File: config.mk
export PLATFORM = sky130hd
export DESIGN_NAME = registrador_pc_flat
export DESIGN_NICKNAME = d
export VERILOG_FILES = /design/src/rtl/mips_pkg.sv /design/src/rtl/registrador_pc_if.sv /design/src/rtl/somador_pc4.sv /design/src/rtl/registrador_pc.sv /design/src/flat_wrapper.sv
export SDC_FILE = /design/constraint.sdc
export NUM_CORES = 1
export LEC_CHECK = 0
export ABC_AREA = 1
export CAP_MARGIN = 20
export CORE_MARGIN = 2
export CORE_UTILIZATION = 43
export CTS_CLUSTER_DIAMETER = 200
export CTS_CLUSTER_SIZE = 40
export DETAILED_ROUTE_END_ITERATION = 8
export MAX_ROUTING_LAYER = met4
export PLACE_DENSITY = 0.81
export SETUP_SLACK_MARGIN = 0.4
export SLEW_MARGIN = 20
export SYNTH_ARGS = -nofsm -noshare
export SYNTH_HDL_FRONTEND = slang
export SYNTH_SLANG_ARGS = --single-unit
File: constraint.sdc
create_clock -name clk -period 1.8 [get_ports clk]
set_input_delay 0.36 -clock clk [delete_from_list [all_inputs] [get_ports clk]]
set_output_delay 0.36 -clock clk [all_outputs]
set_load 0.01 [all_outputs]
File: src/rtl/mips_pkg.sv
// Shared constants for the PC/fetch datapath: widths, reset address, FSM encoding.
package mips_pkg;

    localparam int unsigned WORD_WIDTH = 32;
    localparam logic [31:0] RESET_ADDR_PADRAO = 32'h0000_0000;
    localparam logic [1:0]  MASCARA_ALINHAMENTO = 2'b00;

    typedef enum logic [1:0] {
        PARTIDA = 2'd0,
        BUSCA   = 2'd1,
        ESPERA  = 2'd2,
        ERRO    = 2'd3
    } estado_t;

endpackage

File: src/rtl/registrador_pc_if.sv
// Instruction-fetch request/acknowledge bus between the PC stage and instruction memory.
interface registrador_pc_if #(
    parameter int unsigned WORD_WIDTH = mips_pkg::WORD_WIDTH
);
    logic                  imem_req;
    logic [WORD_WIDTH-1:0] imem_addr;
    logic                  imem_ack;
    logic [WORD_WIDTH-1:0] imem_rdata;

    modport master (output imem_req, imem_addr, input imem_ack, imem_rdata);
    modport slave  (input imem_req, imem_addr, output imem_ack, imem_rdata);
endinterface

File: src/rtl/somador_pc4.sv
// Combinational pc + 4, truncated to the word width; also usable on the branch-target path.
module somador_pc4 #(
    parameter int unsigned WORD_WIDTH = mips_pkg::WORD_WIDTH
) (
    input  logic [WORD_WIDTH-1:0] endereco,
    output logic [WORD_WIDTH-1:0] soma_c
);
    assign soma_c = endereco + WORD_WIDTH'(4);
endmodule

File: src/rtl/registrador_pc.sv
// Program-counter register with instruction-fetch handshake and latched instruction word.
module registrador_pc #(
    parameter int unsigned           WORD_WIDTH = mips_pkg::WORD_WIDTH,
    parameter logic [WORD_WIDTH-1:0] RESET_ADDR = WORD_WIDTH'(mips_pkg::RESET_ADDR_PADRAO)
) (
    input  logic                  clk,
    input  logic                  rst_n,
    input  logic [WORD_WIDTH-1:0] saida_pc,
    input  logic                  avanca,
    registrador_pc_if.master      imem,
    output logic [WORD_WIDTH-1:0] pc,
    output logic [WORD_WIDTH-1:0] pc_mais_4,
    output logic [WORD_WIDTH-1:0] instrucao,
    output logic                  instr_valida,
    output logic                  erro_alinhamento,
    output logic [WORD_WIDTH-1:0] contador_instr
);
    import mips_pkg::*;

    estado_t               estado_q, estado_d;
    logic [WORD_WIDTH-1:0] pc_q, pc_d;
    logic [WORD_WIDTH-1:0] instr_q, instr_d;
    logic [WORD_WIDTH-1:0] contador_q, contador_d;
    logic                  valida_q, valida_d;
    logic                  req_q, req_d;
    logic                  erro_q, erro_d;

    always_ff @(posedge clk or negedge rst_n) begin
        if (!rst_n) begin
            estado_q   <= PARTIDA;
            pc_q       <= RESET_ADDR;
            instr_q    <= '0;
            contador_q <= '0;
            valida_q   <= 1'b0;
            req_q      <= 1'b0;
            erro_q     <= 1'b0;
        end else begin
            estado_q   <= estado_d;
            pc_q       <= pc_d;
            instr_q    <= instr_d;
            contador_q <= contador_d;
            valida_q   <= valida_d;
            req_q      <= req_d;
            erro_q     <= erro_d;
        end
    end

    // imem_req is registered: it is high exactly while the next state is BUSCA
    always_comb begin
        estado_d   = estado_q;
        pc_d       = pc_q;
        instr_d    = instr_q;
        contador_d = contador_q;
        valida_d   = valida_q;
        req_d      = 1'b0;
        erro_d     = erro_q;
        unique case (estado_q)
            PARTIDA: begin
                estado_d = BUSCA;
                req_d    = 1'b1;
            end
            BUSCA: begin
                req_d = 1'b1;
                if (imem.imem_ack) begin
                    instr_d  = imem.imem_rdata;
                    valida_d = 1'b1;
                    req_d    = 1'b0;
                    estado_d = ESPERA;
                end
            end
            ESPERA: begin
                if (avanca) begin
                    pc_d       = saida_pc;
                    valida_d   = 1'b0;
                    contador_d = contador_q + WORD_WIDTH'(1);
                    if (saida_pc[1:0] == MASCARA_ALINHAMENTO) begin
                        req_d    = 1'b1;
                        estado_d = BUSCA;
                    end else begin
                        erro_d   = 1'b1;
                        estado_d = ERRO;
                    end
                end
            end
            ERRO: begin
                valida_d = 1'b0;
            end
            default: estado_d = PARTIDA;
        endcase
    end

    somador_pc4 #(.WORD_WIDTH(WORD_WIDTH)) u_somador (
        .endereco (pc_q),
        .soma_c   (pc_mais_4)
    );

    assign imem.imem_req    = req_q;
    assign imem.imem_addr   = pc_q;
    assign pc               = pc_q;
    assign instrucao        = instr_q;
    assign instr_valida     = valida_q;
    assign erro_alinhamento = erro_q;
    assign contador_instr   = contador_q;
endmodule

File: src/flat_wrapper.sv
// flat-port wrapper written by rule: the top's interface ports become plain ports
module registrador_pc_flat import mips_pkg::*;
#(
    parameter int unsigned           WORD_WIDTH = mips_pkg::WORD_WIDTH,
    parameter logic [WORD_WIDTH-1:0] RESET_ADDR = WORD_WIDTH'(mips_pkg::RESET_ADDR_PADRAO)
)
  (clk, rst_n, saida_pc, avanca, pc, pc_mais_4, instrucao, instr_valida, erro_alinhamento, contador_instr, imem_imem_req, imem_imem_addr, imem_imem_ack, imem_imem_rdata);
  registrador_pc_if #(.WORD_WIDTH(WORD_WIDTH)) imem_i ();
  input  logic clk;
  input  logic rst_n;
  input  logic [WORD_WIDTH-1:0] saida_pc;
  input  logic avanca;
  output logic [WORD_WIDTH-1:0] pc;
  output logic [WORD_WIDTH-1:0] pc_mais_4;
  output logic [WORD_WIDTH-1:0] instrucao;
  output logic instr_valida;
  output logic erro_alinhamento;
  output logic [WORD_WIDTH-1:0] contador_instr;
  output wire logic [$bits(imem_i.imem_req)-1:0] imem_imem_req;
  output wire logic [$bits(imem_i.imem_addr)-1:0] imem_imem_addr;
  input wire logic [$bits(imem_i.imem_ack)-1:0] imem_imem_ack;
  input wire logic [$bits(imem_i.imem_rdata)-1:0] imem_imem_rdata;
  assign imem_imem_req = imem_i.imem_req;
  assign imem_imem_addr = imem_i.imem_addr;
  assign imem_i.imem_ack = imem_imem_ack;
  assign imem_i.imem_rdata = imem_imem_rdata;
  registrador_pc #(.WORD_WIDTH(WORD_WIDTH), .RESET_ADDR(RESET_ADDR)) u_core (.clk(clk), .rst_n(rst_n), .saida_pc(saida_pc), .avanca(avanca), .imem(imem_i), .pc(pc), .pc_mais_4(pc_mais_4), .instrucao(instrucao), .instr_valida(instr_valida), .erro_alinhamento(erro_alinhamento), .contador_instr(contador_instr));
endmodule
Word-level counts from Yosys, hierarchy flattened
Cells that the tools add are included.
{"block": "totals", "regBits": 101, "latch_bits": 0, "ram_bits": 0, "romBits": 0, "in_bits": 68, "out_inout_bits": 163, "elab_cells": 35, "n_memories": 0}
{"block": "op_classes", "n_addsub": 2, "mul": 0, "div_mod_pow": 0, "n_lt_le_gt_ge": 0, "n_eq_ne": 5, "shifts": 0, "mux": 11, "bitwise_logic": 1, "reduce_logical": 9}
{"op": "32-bit by 1-bit adder with 32-bit output (second input constant)", "n": 1}
{"op": "32-bit by 3-bit adder with 32-bit output (second input constant)", "n": 1}
{"op": "3-bit AND reduction", "n": 3}
{"op": "2-bit two-way mux", "n": 3}
{"op": "1-bit one-hot mux with 3 select lines", "n": 2}
{"op": "2-bit one-hot mux with 3 select lines", "n": 1}
{"op": "3-bit nonzero test", "n": 2}
{"op": "1-bit two-way mux", "n": 5}
{"op": "2-bit equality test (second input constant)", "n": 2}
{"op": "2-bit zero test", "n": 2}
{"op": "2-bit != test (second input constant)", "n": 2}
{"op": "2-bit AND reduction", "n": 2}
{"op": "2-bit by 1-bit equality test with 1-bit output (second input constant)", "n": 1}
{"op": "1-bit inverter", "n": 1}

Depth between registers and ports, before layout
{"block": "depth", "word_depth": 4, "depth_mapped": 10, "ltp_nobuf": 10}

By module
Synthesis repeated with hierarchy kept, for this count alone.
{"block": "hier_totals", "hier_cells": 650, "hier_area_um2": 5555.3}
{"mod": "registrador_pc", "instances": 1, "cells_per_inst": 473, "area_each_um2": 4645.7, "seq_area_each_um2": 2527.4}
{"mod": "somador_pc4", "instances": 1, "cells_per_inst": 177, "area_each_um2": 909.6, "seq_area_each_um2": 0.0}

Worst setup path after synthesis
No wires, ideal clock.
{"block": "synth_path", "kind": "flip-flop to output port", "start": "register u_core.pc_q[3], in the netlist u_core.imem.imem_addr[3]", "end": "output port pc_mais_4[16]", "arrival_time_ns": 1.416, "required_ns": 1.440, "path_slack_ns": 0.024, "stages_incl_launch_ff": 8, "path_buffers": 0, "path_cell_list": "dfrtp_1 -> ha_1 -> nand3_1 -> inv_2 -> nand2_2 -> nor2_4 -> nand2_2 -> xnor2_1"}
{"block": "synth_via", "elab_chain_cells": 1}
{"item": "start: declaration", "line": "registrador_pc.sv:21", "source": "logic [WORD_WIDTH-1:0] pc_q, pc_d;"}
{"item": "start signal: assignment", "line": "registrador_pc.sv:39", "source": "pc_q <= pc_d;"}
{"item": "32-bit by 3-bit adder with 32-bit output", "line": "somador_pc4.sv:8", "source": "assign soma_c = endereco + WORD_WIDTH'(4);"}
{"item": "end: declaration", "line": "flat_wrapper.sv:14", "source": "output logic [WORD_WIDTH-1:0] pc_mais_4;"}
No other way between the ends.

Worst setup path in the final report
{"block": "layout_path", "start": "register u_core.pc_q[21], in the netlist u_core.imem.imem_addr[21]", "end": "output port pc_mais_4[27]"}
The elaborated chain is that of the path after synthesis.

==> run_results.csv <==
group,metric,value,unit
status,status,"finished with violations",
status,violations,"negative setup slack",
die,die_area,13600,um^2
global_route,grt_max_degree,43,
global_route,grt_pass1_vias,6165,
logic_synthesis,ys_seq_elements,101,
setup_path,critical_path_class,"flop to output pin",
die,core.rowCount,41,
logic_synthesis,syn_avg_cell_area,8.39,um^2
layout,final_cell_mix,"buf_6, nand2_1, buf_4, dfrtp_1, clkdlybuf4s50_1",
timing,period_minus_slack,2.30,ns
drt,viasPerCell,5.55,
global_route,antenna_found_initial,0,
logic_synthesis,synthCells,648,
layout,fill_cells,405,
die,io_pins,231,
placed_design,io_buffers,230,
drt,wl_per_cell,23.7,um
timing,worst_clock_skew,0.0167,ns
setup_path,cp_slowest_cell,"dfrtp_1",
job,maxCapViolations,0,
logic_synthesis,syn_nets,722,
global_route,overflow,0,
hold_path,hp-class,"primary input to asynchronous set/reset pin",
timing,setup_violations,28,
clock_network,htree_levels,3,
logic_synthesis,synth_top_area_frac,0.465,
setup_path,cp-start-kind,"flop",
power_and_ir_drop,p_leak,5.76,nW
layout,drive_gt1_frac,0.608,
placed_design,place_hpwl,12.8,mm
setup_path,cp_common_cell,"nand2_2",
drt,drt_first_pass_iters,5,
logic_synthesis,ys_types,28,
die,die_w,116,um
timing,worst_slack,-0.499,ns
power_and_ir_drop,cellPowerDensity,1430,nW/um^2
timing,slew_violations,0,
layout,finalNetCount,1134,
clock_network,clockBufferDepth,2,
clock_network,cts_buffers,9,
timing,worstMarginPinSlew,0.542,ns
global_route,grt_pass1_wl,31.8,mm
clock_network,clock_latency,0.37,ns
timing,fmax,0.435,GHz
drt,dr_total_vias,6871,
layout,final_common_cell,"buf_6",
logic_synthesis,ys_top_cells_by_area,"dfrtp_1, nand2_1, mux2_2, nor2_1, buf_4",
drt,drc,0,
logic_synthesis,yosysWarnings,0,
die,initial_core_util,0.436,
die,core,12500,um^2
setup_path,endpoint_kind,"output pin",
setup_path,crit_arrival,1.94,ns
setup_path,cp.required,1.44,ns
global_route,grt_usage,0.318,
power_and_ir_drop,ir_drop,1.12,mV
die,die_h,116,um
clock_network,cts_tree,"built",
clock_network,clkSinkCount,101,
drt,drtAntennaViolNets,0,
layout,area_growth,113,%
logic_synthesis,syn_area,5440,um^2
timing,timing.slew.headroom,0.637,
logic_synthesis,synth_top_area_cell,"dfrtp_1",
clock_network,path_clk_slew,0.09,ns
clock_network,cts_root_buffer,"clkbuf_16",
drt,drt_iter0_markers,630,
timing,grt_setup_unrepaired,"true",
timing,whs,0.451,ns
setup_path,crit_chain,"nand2_2, nor2_4, nand2_1, nor2_2, nand2_2, xor2_2, buf_2",
layout,antennaDiodeCount,0,
setup_path,cp_max_fo,3,
logic_synthesis,ys_seq_area_frac,0.465,
setup_path,slowest_delay,0.44,ns
power_and_ir_drop,fin_total_pwr,16.6,mW
timing,hold_viol,0,
timing,min_period_over_period,1.28,
drt,wl,29.3,mm
placed_design,gp_congestion,0.941,
## cells by family (layout without fill, tap and decap cells)
group / after synthesis / in the layout / synth area share
compound gates: 17 / 17 / 0.0166
xor+xnor: 42 / 42 / 0.0676
fa+ha+maj: 6 / 6 / 0.0138
buf+inv: 93 / 510 / 0.0893
flops: 101 / 101 / 0.465
mux: 32 / 32 / 0.0663
simple gates: 357 / 357 / 0.282
## path summary, 6_finish.rpt
check | slack (ns) | startpoint | to | cells after the start
hold / removal | 0.45 | rst_n | u_core.contador_instr[17] | 2
max in group asynchronous | 0.76 | rst_n | u_core.imem.imem_addr[3] | 3
hold reg to reg | 0.52 | u_core.instrucao[4] | u_core.instrucao[4] | 1
setup reg to reg | 0.01 | u_core.estado_q[0] | u_core.contador_instr[13] | 9
min in group clk | 0.52 | u_core.instrucao[4] | u_core.instrucao[4] | 1
setup / recovery | -0.50 | u_core.imem.imem_addr[21] | pc_mais_4[27] | 7
## metrics by stage
stage                     setup TNS, ns  setup WS (ns)  utilization  cell area, um^2  cells
after global placement            -5.36         -0.290        0.680             8480   1077
after detailed placement          -5.76         -0.292        0.680             8480   1077
final                             -9.38         -0.499        0.929            11600   1237
after global routing             -10.65         -0.542        0.929            11600   1237
after floorplan                       0          0.169            -             5670    648
after CTS                         -5.11         -0.251        0.793             9890   1177
## flip-flops by register name, summed over array words and instances, names as in the netlist
register,count
u_core.instr_valida,1
u_core.estado_q,2
u_core.instrucao,32
u_core.contador_instr,32
u_core.imem.imem_req,1
u_core.erro_alinhamento,1
u_core.imem.imem_addr,32
## routing by layer
metal | global-route usage | routed length, um
met1 | 0.354 | 10200
met5 | - | 0
met3 | 0.0618 | 2380
met4 | 0.181 | 1900
met2 | 0.536 | 14800
## timing repair
item | CTS | global route
gates cloned | 0 | 11
pin swaps | 48 | 96
hold endpoints to repair | 21 | 0
gates resized for setup | 713 | 341
setup buffers | 83 | 49
setup endpoints to repair | 257 | 234
hold buffers | 1 | 0
## final cells by class
| type | instances | area [um^2] | share of cell area |
|---|---|---|---|
| clock buffer | 9 | 225 | 0.0195 |
| clock inverter | 7 | 78.8 | 0.00681 |
| inverter | 49 | 209 | 0.0180 |
| timing repair buffer | 445 | 4490 | 0.388 |
| sequential | 101 | 2560 | 0.221 |
| multi-input combinational | 454 | 3800 | 0.328 |
| tap | 172 | 215 | 0.0186 |
## critical path: cells and delay by family, from the launching register on
family,cells,cell delay (ns)
xor gates and xnor gates,1,0.16
and+or+nand+nor,5,0.76
buffers and inverters,1,0.22
DFF,1,0.44
## where the power goes
group          switching [mW]  leakage [nW]  total, mW  internal (mW)
sequential              0.994          1.22       4.11           3.12
combinational            4.70          4.39       10.5           5.76
clock                    1.04         0.148       2.04          0.992
total                    6.73          5.76       16.6           9.87
## synth_stat cells (all sizes together)
master / count
a21oi: 1
and2: 1
buf: 41
clkbuf: 3
dfrtp: 101
ha: 6
inv: 49
mux2: 32
nand2: 227
nand3: 19
nand3b: 6
nand4: 14
nor2: 83
nor3: 6
o21ai: 14
o21bai: 1
o31ai: 1
or3: 1
xnor2: 18
xor2: 24
No activity file was read; power rests on OpenSTA's default activity.
